===== config.mk =====
export PLATFORM = sky130hd
export DESIGN_NAME = wptr_full_flat
export DESIGN_NICKNAME = d
export VERILOG_FILES = /design/src/rtl/wptr_full_if.sv /design/src/rtl/wptr_full.sv /design/src/flat_wrapper.sv
export SDC_FILE = /design/constraint.sdc
export NUM_CORES = 1
export LEC_CHECK = 0
export ABC_AREA = 1
export CORE_MARGIN = 10
export CORE_UTILIZATION = 48
export CTS_CLUSTER_SIZE = 40
export DETAILED_ROUTE_END_ITERATION = 7
export PLACE_DENSITY = 0.84
export REMOVE_ABC_BUFFERS = 1
export SKIP_CTS_REPAIR_TIMING = 1
export SYNTH_ARGS = -nofsm -noshare
export SYNTH_HDL_FRONTEND = slang
export SYNTH_SLANG_ARGS = --single-unit

===== constraint.sdc =====
create_clock -name wclk -period 3.87 [get_ports wclk]
set_input_delay 0.774 -clock wclk [delete_from_list [all_inputs] [get_ports wclk]]
set_output_delay 0.774 -clock wclk [all_outputs]
set_load 0.05 [all_outputs]

===== src/rtl/wptr_full_if.sv =====
// Write-side bundle of the dual-clock FIFO: producer requests, synchronized read
// pointer, and the pointer/flag outputs of wptr_full.
interface wptr_full_if #(
  parameter int ADDR_LINES = 8
);
  logic                  winc;
  logic [ADDR_LINES:0]   wq2_rptr;
  logic                  wclr_ovf;
  logic                  wen;
  logic [ADDR_LINES-1:0] waddr;
  logic [ADDR_LINES:0]   wptr;
  logic                  wfull;
  logic                  walmost_full;
  logic [ADDR_LINES:0]   wlevel;
  logic                  woverflow;

  modport master (
    output winc, wq2_rptr, wclr_ovf,
    input  wen, waddr, wptr, wfull, walmost_full, wlevel, woverflow
  );

  modport slave (
    input  winc, wq2_rptr, wclr_ovf,
    output wen, waddr, wptr, wfull, walmost_full, wlevel, woverflow
  );
endinterface


===== src/rtl/wptr_full.sv =====
// Write pointer, full flag and sticky overflow for the dual-clock FIFO.
// Define WPTR_LEVEL_EN to build the fill level and threshold-based almost-full flag.
module wptr_full #(
  parameter int ADDR_LINES   = 8,
  parameter int AFULL_THRESH = 240
) (
  input  logic       wclk,
  input  logic       wrst,
  wptr_full_if.slave bus
);

  logic [ADDR_LINES:0] r_wbin;
  logic [ADDR_LINES:0] r_wptr;
  logic                r_wfull;
  logic                r_woverflow;

  logic                w_wen;
  logic [ADDR_LINES:0] w_wbinnext;
  logic [ADDR_LINES:0] w_wgraynext;
  logic                w_wfull_val;

  assign w_wen       = bus.winc & ~r_wfull;
  assign w_wbinnext  = r_wbin + {{ADDR_LINES{1'b0}}, w_wen};
  assign w_wgraynext = (w_wbinnext >> 1) ^ w_wbinnext;

  // Full when the writer is exactly one lap ahead: top two Gray bits inverted.
  assign w_wfull_val = (w_wgraynext ==
                        {~bus.wq2_rptr[ADDR_LINES:ADDR_LINES-1], bus.wq2_rptr[ADDR_LINES-2:0]});

  // NOTE: async reset in the sensitivity list so outputs clear without a clock edge;
  // state is updated with non-blocking assignments so every register sees pre-edge values.
  always_ff @(posedge wclk or posedge wrst) begin
    if (wrst) begin
      r_wbin      <= '0;
      r_wptr      <= '0;
      r_wfull     <= 1'b0;
      r_woverflow <= 1'b0;
    end else begin
      r_wbin      <= w_wbinnext;
      r_wptr      <= w_wgraynext;
      r_wfull     <= w_wfull_val;
      r_woverflow <= (bus.winc & r_wfull) | (r_woverflow & ~bus.wclr_ovf);
    end
  end

`ifdef WPTR_LEVEL_EN
  localparam logic [ADDR_LINES:0] AFULL_W = AFULL_THRESH[ADDR_LINES:0];

  logic [ADDR_LINES:0] w_rbin_s;
  logic [ADDR_LINES:0] w_diff;
  logic [ADDR_LINES:0] r_wlevel;
  logic                r_walmost_full;

  // NOTE: every bit gets a default before the loop so no latch is inferred.
  always_comb begin
    w_rbin_s             = '0;
    w_rbin_s[ADDR_LINES] = bus.wq2_rptr[ADDR_LINES];
    for (int i = ADDR_LINES - 1; i >= 0; i--) begin
      w_rbin_s[i] = w_rbin_s[i+1] ^ bus.wq2_rptr[i];
    end
  end

  assign w_diff = w_wbinnext - w_rbin_s;

  always_ff @(posedge wclk or posedge wrst) begin
    if (wrst) begin
      r_wlevel       <= '0;
      r_walmost_full <= 1'b0;
    end else begin
      r_wlevel       <= w_diff;
      r_walmost_full <= (w_diff >= AFULL_W);
    end
  end

  assign bus.wlevel       = r_wlevel;
  assign bus.walmost_full = r_walmost_full;
`else
  assign bus.wlevel       = '0;
  assign bus.walmost_full = r_wfull;
`endif

  assign bus.wen       = w_wen;
  assign bus.waddr     = r_wbin[ADDR_LINES-1:0];
  assign bus.wptr      = r_wptr;
  assign bus.wfull     = r_wfull;
  assign bus.woverflow = r_woverflow;

endmodule


===== src/flat_wrapper.sv =====
// flat-port wrapper written by rule: the top's interface ports become plain ports
module wptr_full_flat 
#(
  parameter int ADDR_LINES   = 8,
  parameter int AFULL_THRESH = 240
)
  (wclk, wrst, bus_winc, bus_wq2_rptr, bus_wclr_ovf, bus_wen, bus_waddr, bus_wptr, bus_wfull, bus_walmost_full, bus_wlevel, bus_woverflow);
  wptr_full_if #(.ADDR_LINES(ADDR_LINES)) bus_i ();
  input  logic wclk;
  input  logic wrst;
  input wire logic [$bits(bus_i.winc)-1:0] bus_winc;
  input wire logic [$bits(bus_i.wq2_rptr)-1:0] bus_wq2_rptr;
  input wire logic [$bits(bus_i.wclr_ovf)-1:0] bus_wclr_ovf;
  output wire logic [$bits(bus_i.wen)-1:0] bus_wen;
  output wire logic [$bits(bus_i.waddr)-1:0] bus_waddr;
  output wire logic [$bits(bus_i.wptr)-1:0] bus_wptr;
  output wire logic [$bits(bus_i.wfull)-1:0] bus_wfull;
  output wire logic [$bits(bus_i.walmost_full)-1:0] bus_walmost_full;
  output wire logic [$bits(bus_i.wlevel)-1:0] bus_wlevel;
  output wire logic [$bits(bus_i.woverflow)-1:0] bus_woverflow;
  assign bus_i.winc = bus_winc;
  assign bus_i.wq2_rptr = bus_wq2_rptr;
  assign bus_i.wclr_ovf = bus_wclr_ovf;
  assign bus_wen = bus_i.wen;
  assign bus_waddr = bus_i.waddr;
  assign bus_wptr = bus_i.wptr;
  assign bus_wfull = bus_i.wfull;
  assign bus_walmost_full = bus_i.walmost_full;
  assign bus_wlevel = bus_i.wlevel;
  assign bus_woverflow = bus_i.woverflow;
  wptr_full #(.ADDR_LINES(ADDR_LINES), .AFULL_THRESH(AFULL_THRESH)) u_core (.wclk(wclk), .wrst(wrst), .bus(bus_i));
endmodule

==> results of run 1 <==
## logic make-up after synthesis
kind of cell             after synthesis  share of synthesized area, %
AO/OA/AOI/OAI                          1                         0.406
adder cells (fa/ha/maj)                3                          3.05
buffers and inverters                 35                          13.7
flip-flops                            19                          38.6
other                                  1                         0.304
AND/OR/NAND/NOR                      116                          44.0
## metal layers
metal	routed length [um]	vias to the layer above	part of all wire, %	global-route usage, %
li1	-	587	-	-
met1	1160	510	40	12.1
met2	1540	37	53	23.1
met3	162	4	5.6	3.21
met4	48	0	1.6	6.24
met5	0	-	0	0
## cells in the final DEF, fill, tap and decap left out
master / n
nand3_1: 20
nor2_4: 3
or2_2: 1
ha_1: 3
clkinv_2: 1
nand3b_1: 3
clkdlybuf4s50_1: 33
conb_1: 9
inv_1: 24
nand2_2: 13
o21ai_0: 1
dfrtp_1: 19
nand2_4: 1
nand2_1: 66
clkbuf_4: 3
nor2_1: 7
inv_2: 1
nand4_1: 1
nor2_2: 1
## critical path, stage by stage
cell and delay, ns:
clkdlybuf4s50_1 0.48, inv_1 0.04, nor2_1 0.18, clkdlybuf4s50_1 0.85
## metrics by stage
stage               cells  setup slack (ns)  power (mW)  area (um^2)
floorplan             173             0.759       0.961         1190
global placement      236             0.798        1.19         1560
detailed placement    236             0.778        1.22         1560
CTS                   240             0.779        1.32         1580
global route          240             0.736        1.42         1580
finish                240             0.766        1.31         1580
## registers in the layout (all words and copies together), names as in the netlist
| signal | count |
|---|---|
| u_core.bus.wptr | 8 |
| u_core.bus.woverflow | 1 |
| u_core.r_wbin | 9 |
| u_core.bus.walmost_full | 1 |
## path summary, 6_finish.rpt
path	start	end	slack, ns	cells after the start
setup / recovery	bus_winc	bus_wen	0.77	4
hold / removal	u_core.bus.woverflow	u_core.bus.woverflow	0.54	2
setup reg to reg	u_core.bus.walmost_full	u_core.bus.walmost_full	1.71	13
hold reg to reg	u_core.bus.woverflow	u_core.bus.woverflow	0.54	2
max in group asynchronous	wrst	u_core.bus.walmost_full	2.55	2
min in group asynchronous	wrst	u_core.bus.woverflow	0.87	2
## area by class of cell
type	count	area, um^2
clock buffer	3	22.5
clock inverter	1	5.00
fill	211	872
inverter	25	93.8
multi-input combinational	129	618
sequential	19	475
tap	30	37.5
timing repair buffer	33	330
## power breakdown
| group | internal [mW] | leakage [nW] | switching (mW) |
|---|---|---|---|
| Clock | 0.0386 | 0.0177 | 0.0666 |
| Sequential | 0.275 | 0.236 | 0.0582 |
| Combinational | 0.268 | 0.571 | 0.606 |
| Total | 0.581 | 0.825 | 0.731 |
==> impl_metrics.ini, run 1 <==
[outcome]
status = completed

[timing]
finalCriticalPeriod_ns = 3.10
fin_skew_ns = 0.00344
finalSetupTns_ns = 0
worst_hold_slack_ns = 0.538
setup_violations = 0
tightest_slew_ns = 0.715
slew_viol_final = 0
fin_crit_sh_pct = 80.2
hold_viol = 0
slew_headroom_pct = 52.3
rsz0062_at_grt = no
fmax_mhz = 322

[clocking]
root_buffer = clkbuf_4
h-tree-depth = 1
cts_tree = done
clk_latency_ns = 0.30
clkSinkCount = 19
numCtsBuffers = 3
clk_pin_slew_worst_paths_ns = 0.12
clock_path_buffers = 2

[global_routing]
antenna_found_initial = 0
grt_max_degree = 20
grt_pass1_wl_um = 5220
track_usage_pct = 12.3
grt_pass1_vias = 1269
grt-ovfl-total = 0

[floorplanning]
die-area_um2 = 4990
fp-row-count = 18
core-area_um2 = 2450
start_util_pct = 50.2
ioPinCount = 43
die_h_um = 70.7
fp.dieW_um = 70.7

[drt]
routed_via_density = 4.74
initialDrtViolationCount = 32
firstDrtPassIters = 4
wire_per_inst_um = 12.2
ant_nets = 0
drc = 0
wl_um = 2920
vias = 1138

[job]
cap_violations = 0

[synthesis]
synth_top_area_cell = dfrtp_1
ys_ff_latch = 19
async_flop_share_pct = 100
synthCells = 175
ys_seq_area_share_pct = 38.6
synth_enable_flop_cells = 0
synth.area.top_cells = dfrtp_1, nand2_1, nand3_1, inv_1, nand2_2
yosysWarnings = 0
yosysTopAreaCellShare_pct = 38.6
synthesis.area_um2 = 1230
synth.most_common_cell = nand2_1
synthTopCellsByCount = nand2_1, inv_1, nand3_1, dfrtp_1, nand2_2
avgSynthCellArea_um2 = 7.04
synth_ff_type = dfrtp_1
ys_types = 17

[critical_path]
required_ns = 3.10
arrival_ns = 2.33
cp_max_fo = 3
crit_type = in2out
crit_path_start_kind = input pin
end_kind = primary output

[power]
power.leakage_nw = 0.825
peakVddDrop_mv = 0.614
power_density_nw_per_um2 = 829

[layout]
drive_gt1_share_pct = 11.4
n_antenna_cell = 0
fin_nets = 227
syn_to_final_growth_pct = 28.4
finish.utilization_pct = 64.5

[placed_design]
io_buffer_count = 33
place_hpwl_um = 2480
globalplace.congestion = 0.833

[worst_hold_path]
hold_path_class = reg2reg
Note: power is estimated with default switching activity, not from simulation.
==> inputs of run 2 (changes only) <==
--- a/config.mk
+++ b/config.mk
@@ -7,10 +7,10 @@
 export LEC_CHECK = 0
 export ABC_AREA = 1
 export CORE_MARGIN = 10
-export CORE_UTILIZATION = 48
+export CORE_UTILIZATION = 45
 export CTS_CLUSTER_SIZE = 40
 export DETAILED_ROUTE_END_ITERATION = 7
-export PLACE_DENSITY = 0.84
+export PLACE_DENSITY = 0.8
 export REMOVE_ABC_BUFFERS = 1
 export SKIP_CTS_REPAIR_TIMING = 1
 export SYNTH_ARGS = -nofsm -noshare
==> constraint.sdc (replaced) <==
create_clock -name wclk -period 3.05 [get_ports wclk]
set_input_delay 0.61 -clock wclk [delete_from_list [all_inputs] [get_ports wclk]]
set_output_delay 0.61 -clock wclk [all_outputs]
set_load 0.05 [all_outputs]
==> run 2 against run 1 <==
Compared with the run above: flip-flop and latch count did not move; worst setup slack worse by 0.23 ns; cell count unchanged; critical path depth rose by 11; clock skew grew 0.0028 ns; first-iteration DRC count up 44%; highest routed layer unchanged.
==> impl_metrics.ini, run 2 (synthesis results as in run 1) <==
[worst_hold_path]
hold_path_class = reg2reg
whs_endpoint = u_core.bus.woverflow
hp-start = u_core.bus.woverflow
holdPathStages = 2

[floorplanning]
start_util_pct = 48.4
fp.dieW_um = 72.3
die_h_um = 72.3
fp-row-count = 18
core-area_um2 = 2540
die-area_um2 = 5230
ioPinCount = 43

[layout]
final_common_cell = nand2_1
n_antenna_cell = 0
top_register = u_core.r_wbin
fin_nets = 227
design_area_um2 = 1580
drive_gt1_share_pct = 11.9
finish.utilization_pct = 62.1
largest_reg_flops = 9
fillers = 253
syn_to_final_growth_pct = 28.2
layout_common_cells = nand2_1, clkdlybuf4s50_1, inv_1
multi_input_area_um2 = 618
ff_latch_area_um2 = 475

[critical_path]
r2r-end = u_core.bus.walmost_full
path_common_cell = nand2_1
crit_path_start_kind = input pin
path_buf_inv = 2
reg2reg_from = u_core.bus.walmost_full
crit_chain = clkdlybuf4s50_1, inv_1, nor2_1, ha_1, ha_1, or2_2, nand2_1, nand2_1, nand2_1, nand3_1, nor2_1, nand2_1, nor2_1, nand2_1, nor2_2
cp_max_fo = 6
slowest_stage = clkdlybuf4s50_1
cpPeakStageDelay_ns = 0.48
ff2ff_path_depth = 13
r2r_setup_slack_ns = 0.92
required_ns = 3.30
end_kind = register
arrival_ns = 2.76
crit_family = simple AND/OR/NAND/NOR gates
crit_type = in2reg

[global_routing]
track_usage_pct = 12.4
grt_max_degree = 20
grt-ovfl-total = 0
grt_pass1_vias = 1237
antenna_found_initial = 0
grt_pass1_wl_um = 5240

[timing]
rsz0062_at_grt = no
setup_slack_ns = 0.538
finalSetupTns_ns = 0
fin_skew_ns = 0.00626
setup_violations = 0
hold_viol = 0
finalCriticalPeriod_ns = 2.51
slew_headroom_pct = 52.2
fmax_mhz = 398
fin_crit_sh_pct = 82.3
tightest_slew_ns = 0.716
slew_viol_final = 0

[placed_design]
globalplace.congestion = 0.780
dp_slack_ns = 0.215
place_hpwl_um = 2570
io_buffer_count = 33
dpl-instance-area_um2 = 1550

[drt]
drc = 0
wl_um = 3090
routed_via_density = 4.90
wire_per_inst_um = 12.9
wl_met2_um = 1560
ant_nets = 0
met3_length_um = 216
drt-met1-wl_um = 1250
firstDrtPassIters = 4
initialDrtViolationCount = 46
vias = 1177
dr.max_layer_used = met4

[outcome]
status = completed

[clocking]
clk_latency_ns = 0.31
clk_pin_slew_worst_paths_ns = 0.12
clkSinkCount = 19
cts_tree = done
numCtsBuffers = 3
root_buffer = clkbuf_4
h-tree-depth = 1
clock_path_buffers = 2

[power]
peakVddDrop_mv = 0.874
power_density_nw_per_um2 = 1060
power.leakage_nw = 0.825

[job]
cap_violations = 0
run 2: through the flow:
step                      instances  hold slack [ns]  power (mW)
after floorplan                 173            0.561        1.22
after global placement          236            0.517        1.51
after detailed placement        236            0.541        1.55
after CTS                       240            0.554        1.69
after global routing            240            0.594        1.81
final                           240            0.547        1.67
run 2: area by class of cell:
class                   instances  share of cell area, %
clock buffers                   3                   1.43
clock inverters                 1                  0.317
inverters                      25                   5.94
multi-input cells             129                   39.1
flip-flops and latches         19                   30.1
well taps                      30                   2.38
repair buffers                 33                   20.7
run 2: metal layers:
layer  vias to the layer above  global-route usage (%)
met1                       550                    11.9
met5                         -                       0
met3                         5                    4.08
met2                        35                    23.3
li1                        587                       -
met4                         0                    5.16
run 2: power breakdown:
part | switching (mW) | leakage (nW) | internal, mW
clock network | 0.0844 | 0.0177 | 0.0491
registers | 0.0747 | 0.236 | 0.348
logic | 0.777 | 0.571 | 0.340
total | 0.936 | 0.825 | 0.737
run 2: tightest hold or removal path, stage by stage (launching register included):
cell and delay [ns]:
dfrtp_1 0.40, inv_1 0.05, o21ai_0 0.07
run 2: worst max path at each step:
stage / from / end / slack [ns] / cells past startpoint
6_report: bus_winc / u_core.bus.walmost_full / 0.54 / 15
5_1_grt: bus_winc / u_core.bus.walmost_full / 0.30 / 15
4_1_cts: bus_winc / u_core.bus.walmost_full / 0.54 / 15
3_5_place_dp: bus_winc / u_core.bus.walmost_full / 0.22 / 15
3_3_place_gp: bus_winc / u_core.bus.walmost_full / 0.34 / 15
2_1_floorplan: u_core.bus.walmost_full / u_core.bus.walmost_full / -0.06 / 13
